<file path="src/rtl/buffer_serializer_if.sv">
// -----------------------------------------------------------------------------
// buffer_serializer_if
//   Bundles the buffer-head side and the serial-lane side of the
//   buffer_serializer into one interface.
//
//   Buffer side : buf_data (head word), buf_empty, buf_pop (1-cycle pop strobe)
//   Lane side   : ser_data, ser_valid, ser_ready, ser_sop, ser_eop, link_id
//   Optional    : ser_par (present only when BUFFER_SERIALIZER_PARITY_EN is
//                 defined)
//
//   modport master : the serializer itself
//   modport slave  : the environment (buffer + link driver)
// -----------------------------------------------------------------------------
interface buffer_serializer_if #(
  parameter int DATA_WIDTH = 40,
  parameter int LANE_WIDTH = 8,
  parameter int LINK_BITS  = 2
);
  logic [DATA_WIDTH-1:0] buf_data;
  logic                  buf_empty;
  logic                  buf_pop;
  logic [LANE_WIDTH-1:0] ser_data;
  logic                  ser_valid;
  logic                  ser_ready;
  logic                  ser_sop;
  logic                  ser_eop;
  logic [LINK_BITS-1:0]  link_id;
`ifdef BUFFER_SERIALIZER_PARITY_EN
  logic                  ser_par;

  modport master (
    input  buf_data, buf_empty, ser_ready,
    output buf_pop, ser_data, ser_valid, ser_sop, ser_eop, link_id, ser_par
  );
  modport slave (
    output buf_data, buf_empty, ser_ready,
    input  buf_pop, ser_data, ser_valid, ser_sop, ser_eop, link_id, ser_par
  );
`else
  modport master (
    input  buf_data, buf_empty, ser_ready,
    output buf_pop, ser_data, ser_valid, ser_sop, ser_eop, link_id
  );
  modport slave (
    output buf_data, buf_empty, ser_ready,
    input  buf_pop, ser_data, ser_valid, ser_sop, ser_eop, link_id
  );
`endif
endinterface

</file>
<file path="src/rtl/buffer_serializer.sv">
// -----------------------------------------------------------------------------
// buffer_serializer
//   Drains one DATA_WIDTH word at a time from the link buffer head and sends
//   it MSB-first as DATA_WIDTH/LANE_WIDTH beats on a valid/ready lane. The
//   header link number is presented on link_id for every beat of the word,
//   and sop/eop mark the first and last beat. When the next word is already
//   waiting, it is popped on the last-beat edge so words go back-to-back.
//
//   Ports:
//     clk  : rising-edge clock
//     rst  : asynchronous active-low reset
//     bus  : buffer_serializer_if.master (buffer head + serial lane)
//
//   Optional feature (macro BUFFER_SERIALIZER_PARITY_EN):
//     adds bus.ser_par = even parity (XOR) of the current beat.
//
//   DATA_WIDTH must be an integer multiple of LANE_WIDTH.
// -----------------------------------------------------------------------------
module buffer_serializer #(
  parameter int DATA_WIDTH = 40,
  parameter int LANE_WIDTH = 8,
  parameter int LINK_BITS  = 2
) (
  input  logic                   clk,
  input  logic                   rst,
  buffer_serializer_if.master    bus
);

  localparam int BEATS = DATA_WIDTH / LANE_WIDTH;
  localparam int CNT_W = (BEATS > 1) ? $clog2(BEATS) : 1;
  localparam logic [CNT_W-1:0] LAST_CNT = CNT_W'(BEATS - 1);

  typedef enum logic {
    IDLE = 1'b0,
    SEND = 1'b1
  } state_t;

  state_t                state_q, state_d;
  logic [DATA_WIDTH-1:0] shift_q, shift_d;
  logic [CNT_W-1:0]      count_q, count_d;
  logic [LINK_BITS-1:0]  link_q,  link_d;

  logic                  valid;
  logic                  xfer;
  logic                  last_beat;
  logic                  pop;
  logic [LANE_WIDTH-1:0] beat;

  // Next-state / output logic
  always_comb begin
    state_d = state_q;
    shift_d = shift_q;
    count_d = count_q;
    link_d  = link_q;

    valid     = (state_q == SEND);
    xfer      = valid && bus.ser_ready;
    last_beat = (count_q == LAST_CNT);
    // rst is folded in so no pop can leak out while reset is held: the
    // buffer would otherwise lose a word we never capture.
    pop       = rst && !bus.buf_empty &&
                ((state_q == IDLE) || (xfer && last_beat));

    if (pop) begin
      // Covers both the IDLE start and the no-bubble reload on the last beat.
      shift_d = bus.buf_data;
      link_d  = bus.buf_data[DATA_WIDTH-1 -: LINK_BITS];
      count_d = '0;
      state_d = SEND;
    end else if (xfer) begin
      if (last_beat) begin
        state_d = IDLE;
      end else begin
        shift_d = shift_q << LANE_WIDTH;
        count_d = count_q + CNT_W'(1);
      end
    end
  end

  // State register
  always_ff @(posedge clk or negedge rst) begin
    if (!rst) begin
      state_q <= IDLE;
      shift_q <= '0;
      count_q <= '0;
      link_q  <= '0;
    end else begin
      state_q <= state_d;
      shift_q <= shift_d;
      count_q <= count_d;
      link_q  <= link_d;
    end
  end

  assign beat          = shift_q[DATA_WIDTH-1 -: LANE_WIDTH];
  assign bus.buf_pop   = pop;
  assign bus.ser_data  = beat;
  assign bus.ser_valid = valid;
  assign bus.ser_sop   = valid && (count_q == '0);
  assign bus.ser_eop   = valid && last_beat;
  assign bus.link_id   = link_q;

`ifdef BUFFER_SERIALIZER_PARITY_EN
  // Follows the shift register, so it holds through stalls and is 0 in reset.
  assign bus.ser_par   = ^beat;
`endif

endmodule

</file>
<file path="src/flat_wrapper.sv">
// flat-port wrapper written by rule: the top's interface ports become plain ports
module buffer_serializer_flat 
#(
  parameter int DATA_WIDTH = 40,
  parameter int LANE_WIDTH = 8,
  parameter int LINK_BITS  = 2
)
  (clk, rst, bus_buf_data, bus_buf_empty, bus_ser_ready, bus_buf_pop, bus_ser_data, bus_ser_valid, bus_ser_sop, bus_ser_eop, bus_link_id);
  buffer_serializer_if #(.DATA_WIDTH(DATA_WIDTH), .LANE_WIDTH(LANE_WIDTH), .LINK_BITS(LINK_BITS)) bus_i ();
  input  logic clk;
  input  logic rst;
  input wire logic [$bits(bus_i.buf_data)-1:0] bus_buf_data;
  input wire logic [$bits(bus_i.buf_empty)-1:0] bus_buf_empty;
  input wire logic [$bits(bus_i.ser_ready)-1:0] bus_ser_ready;
  output wire logic [$bits(bus_i.buf_pop)-1:0] bus_buf_pop;
  output wire logic [$bits(bus_i.ser_data)-1:0] bus_ser_data;
  output wire logic [$bits(bus_i.ser_valid)-1:0] bus_ser_valid;
  output wire logic [$bits(bus_i.ser_sop)-1:0] bus_ser_sop;
  output wire logic [$bits(bus_i.ser_eop)-1:0] bus_ser_eop;
  output wire logic [$bits(bus_i.link_id)-1:0] bus_link_id;
  assign bus_i.buf_data = bus_buf_data;
  assign bus_i.buf_empty = bus_buf_empty;
  assign bus_i.ser_ready = bus_ser_ready;
  assign bus_buf_pop = bus_i.buf_pop;
  assign bus_ser_data = bus_i.ser_data;
  assign bus_ser_valid = bus_i.ser_valid;
  assign bus_ser_sop = bus_i.ser_sop;
  assign bus_ser_eop = bus_i.ser_eop;
  assign bus_link_id = bus_i.link_id;
  buffer_serializer #(.DATA_WIDTH(DATA_WIDTH), .LANE_WIDTH(LANE_WIDTH), .LINK_BITS(LINK_BITS)) u_core (.clk(clk), .rst(rst), .bus(bus_i));
endmodule
</file>
<file path="config.mk">
export PLATFORM = sky130hd
export DESIGN_NAME = buffer_serializer_flat
export DESIGN_NICKNAME = d
export VERILOG_FILES = /design/src/rtl/buffer_serializer_if.sv /design/src/rtl/buffer_serializer.sv /design/src/flat_wrapper.sv
export SDC_FILE = /design/constraint.sdc
export NUM_CORES = 1
export LEC_CHECK = 0
export ABC_AREA = 1
export ABC_CLOCK_PERIOD_IN_PS = 3800
export CORE_AREA = 2 2 70 72
export DETAILED_ROUTE_END_ITERATION = 16
export DIE_AREA = 0 0 72 74
export PLACE_DENSITY_LB_ADDON = 0.25
export SETUP_SLACK_MARGIN = 0.05
export SLEW_MARGIN = 25
export SYNTH_ARGS = -nofsm -noshare
export SYNTH_HDL_FRONTEND = slang
export SYNTH_SLANG_ARGS = --single-unit
</file>
<file path="constraint.sdc">
create_clock -name clk -period 3.8 [get_ports clk]
set_input_delay 0.76 -clock clk [delete_from_list [all_inputs] [get_ports clk]]
set_output_delay 0.76 -clock clk [all_outputs]
set_load 0.05 [all_outputs]
</file>
==> summary.md, run 1 <==
| Metric | Value |
|---|---|
| Grt ovf | `0` |
| Vias in the first global route | `1741` |
| TritonCTS clock tree | `done` |
| Worst slack, placed | `0.9678 ns` |
| Hold Vio Cnt, Final | `0` |
| WHS Path Cells | `2` |
| Worst reg2reg setup slack | `1.65 ns` |
| Top layer in use | `met4` |
| Seq/Total Area, Yosys | `0.5215` |
| Fillers | `419` |
| CTS Sinks | `46` |
| Register bit total from synthesis | `46` |
| Ant diodes | `0` |
| Initial antenna violation count | `0` |
| Post-synthesis cell type count | `18` |
| Period utilization | `0.7903` |
| Met3 WL | `259 um` |
| Max Cap Viol | `0` |
| HP Start | `u_core.shift_q[0]` |
| Starting Density | `0.4800` |
| Max incr delay on CP | `0.90 ns` |
| Worst vdd ir | `435.0 uV` |
| Number of routed nets with antenna violations | `0` |
| Die Y | `74 um` |
| Hold path endpoint | `u_core.shift_q[0]` |
| Setup crit start kind | `register` |
| R2r worst-path depth | `9` |
| Nets | `347` |
| Post-cts resize count | `0` |
| Largest net degree at the start of global routing | `48` |
| DRC | `0` |
| Setup crit end kind | `output port` |
| Status | `complete, no violations` |
| Setup ws final | `0.7967 ns` |
| Setup TNS | `0 ns` |
| Worst-skew pair later-pin latency | `0.30 ns` |
| Worst Skew | `0.01054 ns` |
| PortBufs | `57` |
| Crit Path Max Fanout | `24` |
| Gate Count Post-Synth | `260` |
| Post-CTS setup buffers | `0` |
| DRC marker count from the first detailed-route iteration | `168` |
| Register area | `0.001151 mm^2` |
| CTS max path bufs | `2` |
| RSZ-0062 raised after global routing | `false` |
| Yosys warns | `0` |
| Clk pin slew, worst setup/hold paths | `0.09 ns` |
| Chip width | `72 um` |
| Site row count | `25` |
| Power per Cell Area | `681.1 mW/mm^2` |
| Synth Cell Area | `0.002207 mm^2` |
| Clock root buffer | `clkbuf_8` |
| GPL Wtd Cong | `0.7544` |
| WS Path Type | `reg -> out` |
| CP Buf/Inv Count | `2` |
| Vias | `1834` |
| Final Setup Violations | `0` |
| Worst Hold Class | `reg -> reg` |
| Min cycle time layout | `3.003 ns` |
| Total Power | `1940 uW` |
| Area of the multi-input gates | `854.6 um^2` |
| Reg-to-reg startpoint | `u_core.count_q[0]` |
| Layout cells sized above 1 | `0.06623` |
| Die footprint | `0.005328 mm^2` |
| WP data arrival | `2.24 ns` |
| CTS Hold Bufs | `0` |
| Num ports | `58` |
| Max Fclk | `333.0 MHz` |
| Post-DP HPWL | `2879 um` |
| Routed vias/inst | `5.152` |
| DR WL/cell | `12.90 um` |
| Relative slew slack | `0.4358` |
| Top delay family on crit path | `flip-flops` |
| GRT Total Usage | `0.1884` |
| H-Tree Depth | `2` |
| Worst EP required | `3.04 ns` |
| Core ar. | `0.004598 mm^2` |
| Num CTS Buffers | `5` |
| Mean post-synth cell area | `8.489 um^2` |
| Routed wl met2 | `2137 um` |
| Most common cell after layout, fill and taps aside | `nand2_1` |
| Mapped Nets | `306` |
| FF-to-FF End | `u_core.shift_q[27]` |
| Total wire length | `4592 um` |
| Layout area overhead | `29.08%` |
| Slowest-stage cell, CP | `dfrtp_1` |
| First-pass GRT wire length | `7755 um` |
| Worst Setup SP | `u_core.bus.ser_valid` |
| Commonest non-fill, non-tap cells in the layout | `nand2_1, clkdlybuf4s50_1, dfrtp_1, nand4_1, nand3_1` |
| DRT Pass-1 Iters | `4` |
| Critical-path cell list | `inv_1, nor2_1, clkdlybuf4s50_1` |
| Static leakage | `0.001379 uW` |
| Wl on met1 | `2149 um` |
| Tightest Pin Transition | `0.8464 ns` |
| Final Slew Violations | `0` |
## logic make-up after synthesis
group                    after synthesis  share of synthesized area
AO/OA/AOI/OAI                          3                   0.006801
XOR/XNOR                               1                   0.003969
adder cells (fa/ha/maj)                2                    0.01134
buffers and inverters                 35                    0.09127
flip-flops                            46                     0.5215
AND/OR/NAND/NOR                      173                     0.3651
## Yosys cell counts
master / n / area [um^2]
nand2_1: 97 / 364.1
dfrtp_1: 46 / 1151
nand3_1: 34 / 170.2
nand4_1: 34 / 212.7
buf_4: 15 / 112.6
clkbuf_1: 8 / 30.03
inv_1: 7 / 26.28
buf_2: 3 / 15.01
nand2_2: 3 / 18.77
nor2_1: 3 / 11.26
ha_1: 2 / 25.02
o21ai_0: 2 / 10.01
a21oi_1: 1 / 5.000
buf_6: 1 / 11.26
inv_4: 1 / 6.260
nand2_4: 1 / 11.26
nand3_4: 1 / 17.52
xor2_1: 1 / 8.760
## cell type report
type,count,share of cell area
Tap cell,54,0.02372
Inverter,8,0.01142
Multi-Input combinational cell,179,0.3000
Clock buffer,5,0.02415
Timing Repair Buffer,61,0.2126
Sequential cell,46,0.4040
Clock inverter,3,0.02415
## worst reg2reg max path: cells and delay by family, from the launching register on
family / cells / cell delay, ns
fa+ha+maj: 1 / 0.23
flops: 1 / 0.36
simple gates: 6 / 1.04
buf+inv: 2 / 0.41
## report_power, final
group / switching, uW / leakage [uW] / internal (uW)
Combinational: 491 / 0.000688 / 271
Sequential: 102 / 0.000622 / 642
Clock: 170 / 0.0000683 / 263
Total: 764 / 0.00138 / 1180
## sequential cells by signal, summed over array words and instances, names as in the netlist
signal	cells
u_core.shift_q	40
u_core.count_q	3
u_core.bus.link_id	2
u_core.bus.ser_valid	1
## how the worst max path moves through the flow
stage | to | slack (ns) | depth (start not counted)
3_3_place_gp | bus_buf_pop | 1.01 | 6
5_1_grt | bus_ser_sop | 0.64 | 3
4_1_cts | bus_ser_eop | 0.79 | 3
6_report | bus_ser_eop | 0.80 | 3
3_5_place_dp | bus_buf_pop | 0.97 | 5
2_1_floorplan | bus_ser_eop | 1.20 | 4
## per-stage QoR
| step | cell area (um^2) | utilization | hold slack, ns | std cells |
|---|---|---|---|---|
| final | 2849 | 0.6196 | 0.4871 | 356 |
| after global routing | 2849 | 0.6196 | 0.5058 | 356 |
| after global placement | 2711 | 0.5897 | 0.4621 | 348 |
| after detailed placement | 2711 | 0.5897 | 0.4653 | 348 |
| after CTS | 2849 | 0.6196 | 0.4869 | 356 |
| after floorplan | 2207 | - | 0.4492 | 260 |
## routing by layer
metal,GRT usage,up-vias
met1,0.2420,834
met4,0.06918,0
li1,-,943
met2,0.3066,53
met5,0,-
met3,0.05556,4
(Power assumes the default switching activity.)
==> run 2: changes to the inputs <==
--- a/config.mk
+++ b/config.mk
@@ -6,10 +6,10 @@
 export NUM_CORES = 1
 export LEC_CHECK = 0
 export ABC_AREA = 1
-export ABC_CLOCK_PERIOD_IN_PS = 3800
-export CORE_AREA = 2 2 70 72
+export ABC_CLOCK_PERIOD_IN_PS = 3140
+export CORE_AREA = 2 2 71 73
 export DETAILED_ROUTE_END_ITERATION = 16
-export DIE_AREA = 0 0 72 74
+export DIE_AREA = 0 0 73 75
 export PLACE_DENSITY_LB_ADDON = 0.25
 export SETUP_SLACK_MARGIN = 0.05
 export SLEW_MARGIN = 25
==> constraint.sdc (replaced) <==
create_clock -name clk -period 3.14 [get_ports clk]
set_input_delay 0.628 -clock clk [delete_from_list [all_inputs] [get_ports clk]]
set_output_delay 0.628 -clock clk [all_outputs]
set_load 0.05 [all_outputs]
==> run 2 against run 1 <==
Utilization is 1.8 points lower. Die area is 2.8% higher. Sequential share of layout area is 0.63 points higher. Non-clock buffer count is 1 higher. Design area is 1.5% lower. Final cell count is 0.28% higher. Critical path type is now in -> out. Critical endpoint is now bus_buf_pop. Largest cell class unchanged. Highest routed layer unchanged.
==> summary.md, run 2 (synthesis results as in run 1) <==
| Metric | Value |
|---|---|
| Routed vias/inst | `5.314 (+3.1%)` |
| Worst EP required | `2.51 ns (-0.53 ns)` |
| Sequential power share | `0.403 (+0.020)` |
| Hold Vio Cnt, Final | `0 (unchanged)` |
| Setup crit start kind | `input pin` |
| GPL Wtd Cong | `0.7845 (+4.0%)` |
| CTS max path bufs | `2 (unchanged)` |
| Vias | `1897 (+3.4%)` |
| Layout area overhead | `27.10%` |
| Tightest Pin Transition | `0.7615 ns (-0.08482 ns)` |
| Total wire length | `4760 um (+3.7%)` |
| Core ar. | `0.004661 mm^2 (+1.4%)` |
| WP data arrival | `1.68 ns (-0.56 ns)` |
| Site row count | `25 (unchanged)` |
| Period utilization | `0.7349` |
| Worst reg2reg setup slack | `1.16 ns (-0.49 ns)` |
| RSZ-0062 raised after global routing | `false` |
| Worst Hold Class | `in -> async` |
| Initial antenna violation count | `0 (unchanged)` |
| Worst Skew | `0.005024 ns (-0.005512 ns)` |
| Final hold slack | `0.4488 ns (-0.03826 ns)` |
| Switching part of the total power | `0.4136 (+0.02014)` |
| Grt ovf | `0 (unchanged)` |
| Num CTS Buffers | `5 (unchanged)` |
| DR WL/cell | `13.33 um (+3.4%)` |
| Die Y | `75 um (+1.4%)` |
| Setup crit end kind | `output port` |
| TritonCTS clock tree | `done` |
| Nets | `348 (+0.29%)` |
| Commonest non-fill, non-tap cells in the layout | `nand2_1, clkdlybuf4s50_1, dfrtp_1, nand4_1, nand3_1` |
| WS Path Type | `in -> out` |
| Chip width | `73 um (+1.4%)` |
| Final instance count without filler cells | `357 (+0.28%)` |
| Num ports | `58 (unchanged)` |
| Relative slew slack | `0.4905 (+0.05475)` |
| GRT Total Usage | `0.1880 (-0.0003946)` |
| Placed Instances | `349 (+0.29%)` |
| Post-cts resize count | `0 (unchanged)` |
| Status | `complete, no violations` |
| Fillers | `426 (+1.7%)` |
| Post-DP HPWL | `3028 um (+5.2%)` |
| Clock root buffer | `clkbuf_8` |
| Largest Register | `u_core.shift_q` |
| Final Slew Violations | `0 (unchanged)` |
| Number of routed nets with antenna violations | `0 (unchanged)` |
| Final Setup Violations | `0 (unchanged)` |
| Die footprint | `0.005475 mm^2 (+2.8%)` |
| H-Tree Depth | `2 (unchanged)` |
| Setup TNS | `0 ns (unchanged)` |
| Clk network pwr share | `0.165 (-0.059)` |
| Vias in the first global route | `1818 (+4.4%)` |
| Crit Path Max Fanout | `4 (-83%)` |
| Static leakage | `0.001367 uW (-0.82%)` |
| Worst vdd ir | `342.1 uV (-21%)` |
| Ant diodes | `0 (unchanged)` |
| Max Cap Viol | `0 (unchanged)` |
| Internal power | `1280 uW (+8.8%)` |
| Max Fclk | `433.3 MHz` |
| DRC marker count from the first detailed-route iteration | `150 (-11%)` |
| CTS Hold Bufs | `0 (unchanged)` |
| Power per Cell Area | `778.4 mW/mm^2 (+14%)` |
| Largest net degree at the start of global routing | `47 (-2.1%)` |
| Min cycle time layout | `2.308 ns` |
| Sw Pwr | `903.3 uW (+18%)` |
| Most common cell after layout, fill and taps aside | `nand2_1` |
| Worst-skew pair later-pin latency | `0.29 ns (about the same)` |
| Layout cells sized above 1 | `0.07261 (+0.006382)` |
| Comb pwr share | `0.432 (+0.039)` |
| CTS Sinks | `46 (unchanged)` |
| First-pass GRT wire length | `7948 um (+2.5%)` |
| Starting Density | `0.4736 (-0.006443)` |
| Clk pin slew, worst setup/hold paths | `0.08 ns (about the same)` |
| DRC | `0 (unchanged)` |
| PortBufs | `57 (unchanged)` |
| Max reg flops | `40 (unchanged)` |
| Post-CTS setup buffers | `0 (unchanged)` |
| DRT Pass-1 Iters | `5 (+1)` |
-- run 2: changes by cell type in the layout (fill, tap and decap cells not counted) --
cell / before / now
clkbuf_1: 0 / 1
clkinv_4: 1 / 0
bufinv_16: 2 / 0
clkinv_2: 0 / 1
clkdlybuf4s50_1: 55 / 53
clkbuf_8: 5 / 6
buf_4: 4 / 7
-- run 2: worst max-delay path: stages --
cell and delay [ns]:
clkdlybuf4s50_1 0.44, nor2_1 0.23, nand3_4 0.14, inv_4 0.10, buf_12 0.13
-- run 2: area by class of cell --
type / instances / area (um^2) / area share
tap: 54 / 67.56 / 0.02409
clock inverter: 1 / 5.005 / 0.001784
sequential: 46 / 1151 / 0.4103
clock buffer: 7 / 86.33 / 0.03078
inverter: 8 / 32.53 / 0.01160
multi-input combinational: 179 / 854.6 / 0.3046
timing repair buffer: 62 / 608.1 / 0.2168
-- run 2: final timing paths --
check	from	end	cells after the start
worst max-delay path	bus_buf_empty	bus_buf_pop	5
max in group asynchronous	rst	u_core.shift_q[2]	2
worst min register to register	u_core.shift_q[2]	u_core.shift_q[2]	2
worst max register to register	u_core.count_q[0]	u_core.shift_q[19]	8
worst min-delay path	rst	u_core.bus.link_id[0]	2
min in group clk	u_core.shift_q[2]	u_core.shift_q[2]	2
-- run 2: stage by stage --
| stage | power (uW) | area (um^2) | setup slack (ns) | util |
|---|---|---|---|---|
| finish | 2184 | 2805 | 0.8323 | 0.6019 |
| global route | 2331 | 2805 | 0.6912 | 0.6019 |
| CTS | 2198 | 2805 | 0.8224 | 0.6019 |
| detailed placement | 1838 | 2714 | 0.8264 | 0.5823 |
| global placement | 1823 | 2714 | 0.9171 | 0.5823 |
| floorplan | 1620 | 2207 | 0.6766 | - |
-- run 2: layer usage --
layer  GRT usage  share of wire
met5           0              0
met4     0.05556         0.0046
met3     0.04685          0.059
met2      0.3253           0.48
met1      0.2340           0.46
-- run 2: power by group through the flow --
| stage | combinational, uW | sequential, uW | clock, uW |
|---|---|---|---|
| global route | 1030 | 907 | 395 |
| finish | 944 | 880 | 360 |
| floorplan | 701 | 919 | 0 |
| CTS | 948 | 880 | 370 |
| detailed placement | 947 | 891 | 0 |
| global placement | 936 | 887 | 0 |
==> run 3: changes to the inputs <==
--- a/config.mk
+++ b/config.mk
@@ -6,7 +6,7 @@
 export NUM_CORES = 1
 export LEC_CHECK = 0
 export ABC_AREA = 1
-export ABC_CLOCK_PERIOD_IN_PS = 3140
+export ABC_CLOCK_PERIOD_IN_PS = 2200
 export CORE_AREA = 2 2 71 73
 export DETAILED_ROUTE_END_ITERATION = 16
 export DIE_AREA = 0 0 73 75
==> constraint.sdc (replaced) <==
create_clock -name clk -period 2.2 [get_ports clk]
set_input_delay 0.44 -clock clk [delete_from_list [all_inputs] [get_ports clk]]
set_output_delay 0.44 -clock clk [all_outputs]
set_load 0.05 [all_outputs]
==> run 3 against run 2 <==
Register-to-register slack got worse by 0.56 ns. Critical path depth up 1. Clock power rose by 33%. Critical path type is now reg -> out. Largest power group unchanged.
==> summary.md, run 3 (synthesis results as in run 1) <==
| Metric | Value |
|---|---|
| Status | `complete, no violations` |
| Setup crit end kind | `output port` |
| Die Y | `75 um (unchanged)` |
| Hold Vio Cnt, Final | `0 (unchanged)` |
| Number of routed nets with antenna violations | `0 (unchanged)` |
| Max reg flops | `40 (unchanged)` |
| Site row count | `25 (unchanged)` |
| First-pass GRT wire length | `7838 um (-1.4%)` |
| Critical-path cell list | `inv_1, ha_1, nand2_2, buf_4, nor2_2, buf_12` |
| Final Setup Violations | `0 (unchanged)` |
| GPL Wtd Cong | `0.7775 (-0.89%)` |
| Slowest-stage cell, CP | `dfrtp_1` |
| Starting Density | `0.4736 (unchanged)` |
| RSZ-0062 raised after global routing | `false` |
| Final hold slack | `0.2569 ns (-0.1919 ns)` |
| TritonCTS clock tree | `done` |
| Vias | `1887 (-0.53%)` |
| WS Path Type | `reg -> out` |
| CP Buf/Inv Count | `3 (unchanged)` |
| Fillers | `431 (+1.2%)` |
| Nets | `351 (+0.86%)` |
| Placed Instances | `352 (+0.86%)` |
| Tightest Pin Transition | `0.5798 ns (-0.1818 ns)` |
| WP data arrival | `1.58 ns (-0.10 ns)` |
| CTS Hold Bufs | `0 (unchanged)` |
| Min cycle time layout | `2.015 ns` |
| Post-CTS setup buffers | `0 (unchanged)` |
| Post-DP HPWL | `3056 um (+0.93%)` |
| Post-cts resize count | `0 (unchanged)` |
| Layout cells sized above 1 | `0.08525 (+0.01264)` |
| Clock root buffer | `clkbuf_8` |
| Clk pin slew, worst setup/hold paths | `0.08 ns (about the same)` |
| Ant diodes | `0 (unchanged)` |
| Max Cap Viol | `0 (unchanged)` |
| Num CTS Buffers | `5 (unchanged)` |
| Grt ovf | `0 (unchanged)` |
| Layout area overhead | `29.82%` |
| Chip width | `73 um (unchanged)` |
| DR WL/cell | `12.97 um (-2.7%)` |
| Worst Skew | `0.003819 ns (-0.001205 ns)` |
| Commonest non-fill, non-tap cells in the layout | `nand2_1, clkdlybuf4s50_1, dfrtp_1, nand4_1, nand3_1` |
| Largest net degree at the start of global routing | `47 (unchanged)` |
| CTS max path bufs | `2 (unchanged)` |
| Worst-skew pair later-pin latency | `0.29 ns (about the same)` |
| DRC marker count from the first detailed-route iteration | `152 (+1.3%)` |
| Worst EP required | `1.76 ns (-0.75 ns)` |
| Max Fclk | `496.2 MHz` |
| Core ar. | `0.004661 mm^2 (unchanged)` |
| Top delay family on crit path | `buffers and inverters` |
| Worst vdd ir | `604.9 uV (+77%)` |
| Setup TNS | `0 ns (unchanged)` |
| Static leakage | `0.001389 uW (+1.6%)` |
| Setup ws final | `0.1849 ns (-0.6474 ns)` |
| GRT Total Usage | `0.1849 (-0.003148)` |
| Period utilization | `0.9160` |
| Total Power | `3192 uW (+46%)` |
| DRT Pass-1 Iters | `4 (-1)` |
| Power per Cell Area | `1114 mW/mm^2 (+43%)` |
| Crit Path Max Fanout | `16 (+12)` |
| H-Tree Depth | `2 (unchanged)` |
| Die footprint | `0.005475 mm^2 (unchanged)` |
| Final instance count without filler cells | `359 (+0.56%)` |
| Routed vias/inst | `5.256 (-1.1%)` |
| Most common cell after layout, fill and taps aside | `nand2_1` |
| DRC | `0 (unchanged)` |
| Final Slew Violations | `0 (unchanged)` |
| Initial antenna violation count | `0 (unchanged)` |
| Worst slack, placed | `0.2841 ns (-0.5423 ns)` |
| PortBufs | `57 (unchanged)` |
| Total wire length | `4658 um (-2.1%)` |
| CTS Sinks | `46 (unchanged)` |
| Num ports | `58 (unchanged)` |
| Vias in the first global route | `1818 (unchanged)` |
| Relative slew slack | `0.6135 (+0.1230)` |
| Setup crit start kind | `register` |
| Worst Hold Class | `in -> async` |
| Max incr delay on CP | `0.39 ns (-0.05 ns)` |
| Largest Register | `u_core.shift_q` |
-- run 3: cell count changes in the layout (fill, tap and decap cells not counted) --
| cell | change |
|---|---|
| buf_12 | +4 |
| nor2_1 | -2 |
| nor2_2 | +2 |
| clkbuf_1 | +1 |
| clkbuf_8 | -1 |
| clkdlybuf4s50_1 | -1 |
| clkinv_2 | -1 |
-- run 3: layout make-up --
class                      instances  area, um^2  area share
inverter                           8       32.53     0.01135
clock buffer                       7       76.32     0.02664
sequential                        46        1151      0.4017
tap                               54       67.56     0.02358
multi-input combinational        179       859.6      0.3000
timing repair buffer              65       678.2      0.2367
-- run 3: worst paths after layout --
check	start	endpoint	slack, ns	cells after the start
setup reg to reg	u_core.count_q[0]	u_core.shift_q[38]	0.60	9
hold / removal	rst	u_core.shift_q[39]	0.26	2
max in group asynchronous	rst	u_core.shift_q[21]	1.53	2
setup / recovery	u_core.count_q[0]	bus_ser_eop	0.18	6
hold reg to reg	u_core.shift_q[3]	u_core.shift_q[3]	0.48	2
min in group clk	rst	u_core.bus.ser_valid	0.46	3
-- run 3: layer usage --
metal  vias up  GRT usage  wire (um)  part of all wire
met5         -          0          0                 0
met3         8    0.05622        252             0.054
li1        947          -          -                 -
met1       876     0.2426       2179              0.47
met2        56     0.2963       2157              0.46
met4         0    0.05761         68             0.015
-- run 3: report_power, final --
group | internal, uW | switching, uW
clock network | 219 | 260
registers | 1110 | 162
logic | 554 | 888
total | 1880 | 1310
-- run 3: through the flow --
step	util	area, um^2
after floorplan	-	2212
after global placement	0.5984	2789
after detailed placement	0.5984	2789
after CTS	0.6148	2865
after global routing	0.6148	2865
final	0.6148	2865
